## src/rtl/adc_unpack_pkg.sv

```systemverilog
// adc_unpack_pkg: shared sizes and output-stage state for the ADC unpacker.
// Build option: ADC_UNPACK_MSB_FIRST_EN selects MSB-first sample order.
package adc_unpack_pkg;
  localparam int WW    = 16;
  localparam int DW    = 64;
  localparam int DD    = 8;
  localparam int R     = DW / WW;
  localparam int IDX_W = $clog2(R);
  localparam int PTR_W = $clog2(DD) + 1;

  typedef enum logic {
    EMPTY = 1'b0,
    HOLD  = 1'b1
  } ostate_t;
endpackage

```

## src/rtl/adc_unpack.sv

```systemverilog
// adc_unpack: one channel - word FIFO, shifting output stage, sticky overflow.
// Build option: ADC_UNPACK_MSB_FIRST_EN emits samples MSB-first.
module adc_unpack
  import adc_unpack_pkg::*;
(
  input  logic          i_clk,
  input  logic          i_rst_n,
  input  logic          i_din_valid,
  input  logic [DW-1:0] i_din_data,
  output logic          o_dout_valid,
  output logic [WW-1:0] o_dout_data,
  input  logic          i_dout_ready,
  output logic          o_ovf
);

  logic [DW-1:0]    r_mem [DD];
  logic [PTR_W-1:0] r_wr_ptr;
  logic [PTR_W-1:0] r_rd_ptr;
  logic [IDX_W-1:0] r_idx;
  logic [DW-1:0]    r_word;
  logic             r_ovf;
  ostate_t          r_state;

  logic [PTR_W-1:0] w_count;
  logic             w_empty;
  logic             w_full;
  logic             w_hs;
  logic             w_last;
  logic             w_pop;
  logic             w_push;
  logic [DW-1:0]    w_rd_word;
  logic [DW-1:0]    w_shift;

  assign w_count   = r_wr_ptr - r_rd_ptr;
  assign w_empty   = (w_count == '0);
  assign w_full    = (w_count == PTR_W'(DD));
  assign w_hs      = (r_state == HOLD) && i_dout_ready;
  assign w_last    = (r_idx == IDX_W'(R - 1));
  assign w_pop     = !w_empty &&
                     ((r_state == EMPTY) || (w_hs && w_last));
  assign w_push    = i_din_valid && (!w_full || w_pop);
  assign w_rd_word = r_mem[r_rd_ptr[PTR_W-2:0]];

`ifdef ADC_UNPACK_MSB_FIRST_EN
  assign w_shift     = r_word << WW;
  assign o_dout_data = r_word[DW-1 -: WW];
`else
  assign w_shift     = r_word >> WW;
  assign o_dout_data = r_word[WW-1:0];
`endif

  assign o_dout_valid = (r_state == HOLD);
  assign o_ovf        = r_ovf;

  // Storage carries no reset; the pointers define what is valid.
  always_ff @(posedge i_clk) begin
    if (w_push)
      r_mem[r_wr_ptr[PTR_W-2:0]] <= i_din_data;
  end

  always_ff @(posedge i_clk or negedge i_rst_n) begin
    if (!i_rst_n) begin
      r_wr_ptr <= '0;
      r_rd_ptr <= '0;
      r_ovf    <= 1'b0;
    end else begin
      if (w_push)
        r_wr_ptr <= r_wr_ptr + 1'b1;
      if (w_pop)
        r_rd_ptr <= r_rd_ptr + 1'b1;
      if (i_din_valid && !w_push)
        r_ovf <= 1'b1;
    end
  end

  always_ff @(posedge i_clk or negedge i_rst_n) begin
    if (!i_rst_n) begin
      r_state <= EMPTY;
      r_idx   <= '0;
      r_word  <= '0;
    end else begin
      unique case (r_state)
        EMPTY: begin
          if (w_pop) begin
            r_word  <= w_rd_word;
            r_idx   <= '0;
            r_state <= HOLD;
          end
        end
        HOLD: begin
          if (w_hs) begin
            if (!w_last) begin
              r_idx  <= r_idx + 1'b1;
              r_word <= w_shift;
            end else if (w_pop) begin
              r_word <= w_rd_word;
              r_idx  <= '0;
            end else begin
              r_word  <= w_shift;
              r_idx   <= '0;
              r_state <= EMPTY;
            end
          end
        end
        default: r_state <= EMPTY;
      endcase
    end
  end

endmodule

```

## src/rtl/adc_unpack_ch.sv

```systemverilog
// adc_unpack_ch: two independent ADC sample unpacking channels.
// Build option: ADC_UNPACK_MSB_FIRST_EN emits samples MSB-first.
module adc_unpack_ch
  import adc_unpack_pkg::*;
(
  input  logic          clk,
  input  logic          rst,
  input  logic          din_valid_0,
  input  logic [DW-1:0] din_data_0,
  output logic          dout_valid_0,
  output logic [WW-1:0] dout_data_0,
  input  logic          dout_ready_0,
  output logic          ovf_0,
  input  logic          din_valid_1,
  input  logic [DW-1:0] din_data_1,
  output logic          dout_valid_1,
  output logic [WW-1:0] dout_data_1,
  input  logic          dout_ready_1,
  output logic          ovf_1
);

  adc_unpack u_ch0 (
    .i_clk        (clk),
    .i_rst_n      (rst),
    .i_din_valid  (din_valid_0),
    .i_din_data   (din_data_0),
    .o_dout_valid (dout_valid_0),
    .o_dout_data  (dout_data_0),
    .i_dout_ready (dout_ready_0),
    .o_ovf        (ovf_0)
  );

  adc_unpack u_ch1 (
    .i_clk        (clk),
    .i_rst_n      (rst),
    .i_din_valid  (din_valid_1),
    .i_din_data   (din_data_1),
    .o_dout_valid (dout_valid_1),
    .o_dout_data  (dout_data_1),
    .i_dout_ready (dout_ready_1),
    .o_ovf        (ovf_1)
  );

endmodule

```

## config.mk

```make
export PLATFORM = sky130hd
export DESIGN_NAME = adc_unpack_ch
export DESIGN_NICKNAME = d
export VERILOG_FILES = /design/src/rtl/adc_unpack_pkg.sv /design/src/rtl/adc_unpack.sv /design/src/rtl/adc_unpack_ch.sv
export SDC_FILE = /design/constraint.sdc
export NUM_CORES = 1
export LEC_CHECK = 0
export ABC_AREA = 1
export BUFFER_PORTS_ARGS = -buffer_cell sky130_fd_sc_hd__buf_2
export CAP_MARGIN = 25
export CORE_MARGIN = 3
export CORE_UTILIZATION = 35
export DETAILED_ROUTE_END_ITERATION = 12
export PLACE_DENSITY = 0.49
export SLEW_MARGIN = 20
export SYNTH_ARGS = -nofsm -noshare
export SYNTH_HDL_FRONTEND = slang
export SYNTH_SLANG_ARGS = --single-unit
```

## constraint.sdc

```tcl
create_clock -name clk -period 8.9 [get_ports clk]
set_clock_uncertainty 0.15 [all_clocks]
set_input_delay 1.335 -clock clk [delete_from_list [all_inputs] [get_ports clk]]
set_output_delay 1.335 -clock clk [all_outputs]
set_load 0.1 [all_outputs]
```

# Word-level counts from Yosys, hierarchy flattened
# Memory sizes are Yosys's and may differ from the RTL's.
# Cells that the tools add are included.
[word_totals]
reg_bits = 152
ramBits = 1024
input_bits = 134
out_inout_bits = 36
wordCells = 86
n_memories = 2
[op_classes]
n_addsub = 8
eq_ne = 8
muxes = 30
bitwise = 2
reduce_logical = 24
[mem_list]
columns = ["name", "depth", "word_bits", "rd", "rd_clocked_by_memory_dff", "wr", "line", "source"]
rows = [
  ["u_ch0.r_mem", 8, 64, 1, 0, 1, "adc_unpack.sv:16", "logic [DW-1:0] r_mem [DD];"],
  ["u_ch1.r_mem", 8, 64, 1, 0, 1, "adc_unpack.sv:16", ""],
]
[op_table]
columns = ["operator", "n"]
rows = [
  ["64-bit two-way mux", 8],
  ["64-bit one-hot mux with 2 select lines", 2],
  ["4-bit by 1-bit adder with 4-bit output, second input constant", 4],
  ["2-bit two-way mux", 6],
  ["1-bit logical AND", 10],
  ["1-bit two-way mux", 10],
  ["4-bit == test, second input constant", 2],
  ["4-bit logical NOT", 2],
  ["2-bit one-hot mux with 2 select lines", 2],
  ["4-bit subtractor", 2],
  ["1-bit logical NOT", 6],
  ["2-bit by 1-bit adder with 2-bit output, second input constant", 2],
  ["2-bit == test, second input constant", 2],
  ["1-bit logical OR", 4],
  ["2-bit by 1-bit != test with 1-bit output, second input constant", 2],
  ["2-bit != test, second input constant", 2],
  ["1-bit one-hot mux with 2 select lines", 2],
  ["2-bit AND reduction", 2],
  ["1-bit NOT", 2],
]

# Longest topological paths before layout
# Gate-level depths: netlist of run 1.
[depth]
ltp_word = 8
mapped_depth = 17
ltp_nobuf = 14

# By module
# From an unflattened synthesis of run 1, not the netlist that was laid out.
[unflattened]
cells_unflattened = 4148
area_unflattened_um2 = 48785.5
[by_module_without_submodules]
columns = ["mod", "n_inst", "cells_per_inst", "area_per_inst_um2", "seq_area_each_um2"]
rows = [
  ["adc_unpack (u_ch1)", 1, 2074, 24405.9, 17276.6],
  ["adc_unpack (u_ch0)", 1, 2074, 24379.6, 17276.6],
]

# Least setup slack after synthesis of run 1
# Ideal clock, no wire load.
[synth_path]
kind = "register to register"
from = "reg u_ch0.r_rd_ptr[2]"
to = "mem u_ch0.r_mem[3][0], enable pin"
setup_ns = 0.565
t_arrival_ns = 6.251
required_time_ns = 8.185
setup_slack_ns = 1.934
stages_incl_launch_ff = 11
n_path_buf = 2
period_less_slack_ns = 6.966
cell_sequence = "dfrtp_1 buf_2 clkinv_1 clkbuf_1 ha_1 or2_1 nand2_1 nand2_1 nand4_1 nand2_1 nor3_1"
[synth_via]
elab_chain_len = 8
word_cells_on_any_way = 10
classes_between = "1 x add/sub; 1 x eq/ne; 2 x mux; 6 x reduce/logical"
[synth_rtl]
columns = ["element", "line", "source"]
rows = [
  ["start, declared", "adc_unpack.sv:18", "logic [PTR_W-1:0] r_rd_ptr;"],
  ["start signal, assigned", "adc_unpack.sv:70", "r_rd_ptr <= r_rd_ptr + 1'b1;"],
  ["4-bit subtractor (*)", "adc_unpack.sv:34", "assign w_count = r_wr_ptr - r_rd_ptr;"],
  ["4-bit logical NOT", "adc_unpack.sv:35", "assign w_empty = (w_count == '0);"],
  ["1-bit logical NOT", "adc_unpack.sv:39", "assign w_pop = !w_empty &&"],
  ["1-bit logical AND", "adc_unpack.sv:39", ""],
  ["1-bit logical OR (*)", "adc_unpack.sv:41", "assign w_push = i_din_valid && (!w_full || w_pop);"],
  ["1-bit logical AND (*)", "adc_unpack.sv:41", ""],
  ["1-bit two-way mux (*)", "adc_unpack.sv:57", "if (w_push)"],
  ["1-bit two-way mux (not written as such) (*)", "adc_unpack.sv:58", "r_mem[r_wr_ptr[PTR_W-2:0]] <= i_din_data;"],
  ["end, declared", "adc_unpack.sv:16", ""],
]
# Every way passes the cells marked *; elsewhere a longest branch is shown, timed or not.

# Worst setup path in the final report of run 1
[layout_path]
from = "reg u_ch0.r_rd_ptr[2]"
to = "mem u_ch0.r_mem[0][39], enable pin"
# Same word-level chain as after synthesis.

==> results.toml, run 1 <==
[outcome]
status = "complete, no violations"

[place]
place_area_um2 = 50300
portBuffers = 169
gp_congestion = 0.758
post-place-ws_ps = 3550
numPlacedInstances = 5856
hpwl_mm = 71.1

[final_layout]
final_area_um2 = 54200
nFillCells = 13100
layout_common_cells = "nand2_1, edfxtp_1, nand3_1"
finalNetCount = 4347
seqCellArea_um2 = 34600
multi_input_area_um2 = 11700
drive_above_1_share_pct = 10.4
fin_cells = 6092
final_common_cell = "nand2_1"
synthToLayoutAreaGrowth_pct = 12.9

[global_route]
grt_usage_pct = 17.7
grt_max_degree = 149
antenna_found_initial = 39
grt_pass1_wl_mm = 191
grt_pass1_vias = 28800
gr-total-overflow = 0

[synthesis]
synthAdderAreaFrac_pct = 0.313
synth_compound_area_share_pct = 4.14
synth.cell_area_um2 = 48000
syn_inst = 4155
synth_simple_gate_area_share_pct = 19.4
ys_ff_latch = 1176
seq_area_frac_synth_pct = 71.9
synth_top_family_by_area = "simple AND/OR/NAND/NOR gates"
yosysWarnings = 0
synth_area_per_cell_um2 = 11.6
ys_types = 28
syn_nets = 4301
synth.area.mux_share_pct = 0
synth-xor-area-share_pct = 0.182

[critical_path]
worstPathMaxFanout = 47
rr_worst_depth = 9
slowest_delay_ps = 850
crit_type = "register to register"
start_kind = "register"
endpoint_kind = "register"
path_cells = "clkinv_1, ha_1, or2_1, nand2_1, nand2_1, nand4_1, nand3_1, nor2_4, buf_4"
rr_endpoint = "u_ch0.r_mem[0][39]"
worstPathRequired_ps = 9080
slowest_stage = "nor2_4"
cp.arrival_ps = 5380
ff2ff_setup_slack_ps = 3700
crit_path_frequent_cell = "nand2_1"
worstReg2RegStart = "u_ch0.r_rd_ptr[2]"

[clock_network]
clk_pin_slew_worst_paths_ps = 60
clock_path_buffers = 3
ctsResizeCount = 0
htree_levels = 3
cts_inserted_buffers = 121
worst_skew_pair.late_latency_ps = 720
cts-root-buf = "clkbuf_16"
clkSinkCount = 1176
postCtsSetupBuffers = 0
cts_hold_buf = 0
cts_tree = "yes"

[die]
core-area_um2 = 136000
start_util_pct = 35.4
die-area_um2 = 142000
rows = 135
die-width_um = 377
die_h_um = 377
io_pins = 170

[timing]
hold_violations = 0
setup_violations = 0
tns_ps = 0
rsz0062_at_grt = "no"
period_minus_slack_ps = 5200
worst_slew_pin_slew_ps = 995
finalCritPeriodShare_pct = 58.4
slew_violations = 0
relSlewSlack_pct = 33.4
worst_slack_ps = 3700
clock.fmax_mhz = 192

[worst_hold_path]
worstHoldPathType = "register to register"
hold_end = "u_ch1.r_rd_ptr[3]"
hp-start = "u_ch1.r_rd_ptr[3]"
hold-path-cell-count = 1

[power_and_ir_drop]
peakVddDrop_mv = 0.175
p_total_mw = 19.0
power_density_nw_per_um2 = 350
p_leak_nw = 20.4

[drt]
first_pass_iters = 5
avgRoutedWirePerCell_um = 21.0
vias_per_cell = 5.01
wl_mm = 128
routed-via-count = 30500
ant_nets = 0
drtIter0Drc = 2533
drc = 0

[job]
max_cap_viol_count = 0
[registers in the layout (all words and copies together), names as in the netlist, 2 cells and up]
signal	count
u_ch1.r_word	64
u_ch1.r_idx	2
u_ch1.r_rd_ptr	4
u_ch0.r_wr_ptr	4
u_ch1.r_mem	512
u_ch0.r_idx	2
u_ch1.r_wr_ptr	4
u_ch0.r_rd_ptr	4
u_ch0.r_word	64
u_ch0.r_mem	512
[critical path, delay by kind of cell, from the launching register on]
family                     cells  cell delay, ps
DFF                            1             830
buffers and inverters          2            1460
adders and majority gates      1             530
and+or+nand+nor                6            1790
[power by group]
group	switching, mW	internal, mW
clock	2.12	2.87
combinational	4.68	1.71
sequential	0.547	7.08
total	7.35	11.7
[cell type report]
| cell class | count | share of cell area, % |
|---|---|---|
| Sequential cell | 1176 | 63.7 |
| Multi-Input combinational cell | 2548 | 21.5 |
| Clock buffer | 148 | 5.98 |
| Tap cell | 1781 | 4.11 |
| Timing Repair Buffer | 226 | 2.46 |
| Clock inverter | 76 | 1.24 |
| Inverter | 128 | 0.923 |
| Antenna cell | 9 | 0.0415 |
[routing by layer]
metal  track usage [%]  share of wire [%]
met1              27.0                 49
met2              26.3                 44
met3              2.91                5.2
met4              4.43                1.7
met5                 0              0.032
[kinds of logic (layout without fill, tap and decap cells)]
group | after synthesis | after routing
AO/OA/AOI/OAI | 332 | 332
flip-flops | 1176 | 1176
buffers and inverters | 431 | 578
other | 0 | 9
XOR/XNOR | 10 | 10
AND/OR/NAND/NOR | 2194 | 2194
adder cells (fa/ha/maj) | 12 | 12
[per-stage QoR]
step	util, %	hold WS, ps
final	39.9	344
after global routing	39.9	376
after CTS	39.9	347
after detailed placement	37.0	330
after global placement	37.0	332
after floorplan	-	313
[Yosys cell counts, drive strengths merged]
cell type	number	area, um2
clkinv	2	7.51
buf	166	935
nand4	2	12.5
o21a	96	721
ha	12	150
nand3	824	4120
o22ai	64	400
inv	126	473
or2	2	12.5
clkbuf	137	514
dfrtp	152	3800
edfxtp	1024	30700
nor2	149	562
xor2	8	70.1
xnor2	2	17.5
o21ai	162	811
a21oi	8	43.8
o21bai	2	15.0
nor3	8	40.0
nand2	1209	4580
[worst max-delay path by stage]
stage	from	to	slack (ps)	cells after the start
after CTS	u_ch0.r_rd_ptr[2]	u_ch0.r_mem[0][23]	3560	9
after global placement	u_ch0.r_rd_ptr[2]	u_ch0.r_mem[0][14]	3640	9
final	u_ch0.r_rd_ptr[2]	u_ch0.r_mem[0][39]	3700	9
after floorplan	u_ch0.r_rd_ptr[2]	u_ch0.r_mem[3][0]	1930	10
after detailed placement	u_ch0.r_rd_ptr[2]	u_ch0.r_mem[0][14]	3550	9
after global routing	u_ch0.r_rd_ptr[2]	u_ch0.r_mem[0][39]	3350	9
(Power assumes the default switching activity.)
==> inputs of run 2 (changes only) <==
==> constraint.sdc (replaced) <==
create_clock -name clk -period 5.1 [get_ports clk]
set_clock_uncertainty 0.15 [all_clocks]
set_input_delay 0.765 -clock clk [delete_from_list [all_inputs] [get_ports clk]]
set_output_delay 0.765 -clock clk [all_outputs]
set_load 0.1 [all_outputs]
==> run 2 against run 1 <==
Effect of this change:
- final cell count increased by 0.57%
- via count increased by 1.2%
- utilization increased by 0.40 points
- worst setup slack got worse by 2300 ps
- largest cell class unchanged
==> results.toml, run 2 (synthesized netlist as in run 1, its figures left out) <==
[outcome]
status = "complete, no violations"

[critical_path]
cp.arrival_ps = 3940
worstPathMaxFanout = 33
ff2ff_setup_slack_ps = 1430
start_kind = "register"
path_cells = "inv_4, ha_1, nand2_1, a21oi_1, nor2_1, nand4_1, nand3_1, nor2_4, buf_4"
rr_worst_depth = 9
endpoint_kind = "register"
slowest_delay_ps = 710
crit_type = "register to register"
rr_endpoint = "u_ch0.r_mem[0][20]"
worstReg2RegStart = "u_ch0.r_rd_ptr[1]"
slowest_stage = "dfrtp_4"
worstPathRequired_ps = 5370

[drt]
wl_mm = 130
routed-via-count = 30900
avgRoutedWirePerCell_um = 21.3
vias_per_cell = 5.04
ant_nets = 0
drc = 0
drtIter0Drc = 2754
first_pass_iters = 5

[place]
place_area_um2 = 50500
gp_congestion = 0.755
portBuffers = 169
hpwl_mm = 70.4

[die]
io_pins = 170
die-area_um2 = 142000
start_util_pct = 35.4
die_h_um = 377
die-width_um = 377
core-area_um2 = 136000
rows = 135

[worst_hold_path]
hold_end = "u_ch0.r_mem[5][18]"
hold-path-cell-count = 1
hp-start = "din_data_0[18]"
worstHoldPathType = "input port to register"

[final_layout]
layout_common_cells = "nand2_1, edfxtp_1, nand3_1"
final_common_cell = "nand2_1"
final_area_um2 = 54800
finalNetCount = 4374
synthToLayoutAreaGrowth_pct = 14.0
drive_above_1_share_pct = 10.7

[timing]
hold_violations = 0
setup_violations = 0
period_minus_slack_ps = 3670
worst_slew_pin_slew_ps = 1050
rsz0062_at_grt = "no"
finalCritPeriodShare_pct = 72.0
slew_violations = 0
relSlewSlack_pct = 30.0
clock.fmax_mhz = 272
worst_hold_slack_ps = 137

[global_route]
grt_pass1_wl_mm = 194
grt_max_degree = 154
gr-total-overflow = 0
antenna_found_initial = 31
grt_usage_pct = 18.1
grt_pass1_vias = 29800

[clock_network]
postCtsSetupBuffers = 0
cts-root-buf = "clkbuf_16"
worst_skew_pair.late_latency_ps = 740
clkSinkCount = 1176
cts_inserted_buffers = 133
clock_path_buffers = 3
cts_tree = "yes"
clk_pin_slew_worst_paths_ps = 60
htree_levels = 4

[power_and_ir_drop]
p_total_mw = 33.9
power_density_nw_per_um2 = 618
peakVddDrop_mv = 0.446
p_leak_nw = 20.6

[job]
max_cap_viol_count = 0
-- run 2: where the power goes --
| part | switching, mW | total [mW] | internal (mW) | leakage, nW |
|---|---|---|---|---|
| combinational | 8.48 | 11.6 | 3.11 | 7.32 |
| sequential | 0.727 | 13.1 | 12.4 | 11.3 |
| clock | 3.83 | 9.19 | 5.36 | 2.03 |
-- run 2: what timing repair did --
item                      4_1_cts  5_1_grt
gates resized for setup         0        0
hold endpoints to repair       76        0
hold buffers                    1        0
-- run 2: worst max path at each step --
stage | from | to | slack (ps) | depth (start not counted)
global placement | u_ch0.r_rd_ptr[1] | u_ch0.r_mem[0][24] | 1430 | 10
floorplan | u_ch0.r_rd_ptr[2] | u_ch0.r_mem[3][0] | -1870 | 10
CTS | u_ch0.r_rd_ptr[1] | u_ch0.r_mem[0][4] | 1400 | 9
detailed placement | u_ch0.r_rd_ptr[1] | u_ch0.r_mem[0][24] | 1400 | 9
finish | u_ch0.r_rd_ptr[1] | u_ch0.r_mem[0][20] | 1430 | 9
global route | u_ch0.r_rd_ptr[1] | u_ch0.r_mem[0][3] | 1160 | 9
-- run 2: cell type report --
| cell class | instances | area [um2] |
|---|---|---|
| diodes | 10 | 25.0 |
| clock buffers | 180 | 3590 |
| clock inverters | 63 | 573 |
| fillers | 13000 | 81000 |
| inverters | 128 | 505 |
| multi-input cells | 2548 | 11700 |
| flip-flops and latches | 1176 | 34600 |
| well taps | 1781 | 2230 |
| repair buffers | 241 | 1600 |
-- run 2: per-stage QoR --
step	cells	setup WS [ps]	setup TNS, ps	utilization [%]
2_1_floorplan	4155	-1870	-619350	-
3_3_place_gp	5871	1430	0	37.2
3_5_place_dp	5871	1400	0	37.2
4_1_cts	6115	1400	0	40.3
5_1_grt	6122	1160	0	40.3
6_report	6127	1430	0	40.3
-- run 2: worst max-delay path, delay by kind of cell, from the launching register on --
kind	cells	cell delay, ps
flip-flops	1	710
adder cells (fa/ha/maj)	1	360
AO/OA/AOI/OAI	1	160
buffers and inverters	2	620
AND/OR/NAND/NOR	5	1310
-- run 2: routing by layer --
layer / GRT usage (%) / wire (um) / vias up
li1: - / - / 14700
met1: 27.3 / 63500 / 15300
met2: 26.8 / 57500 / 748
met3: 3.37 / 6910 / 170
met4: 4.69 / 2300 / 2
met5: 0 / 12 / -
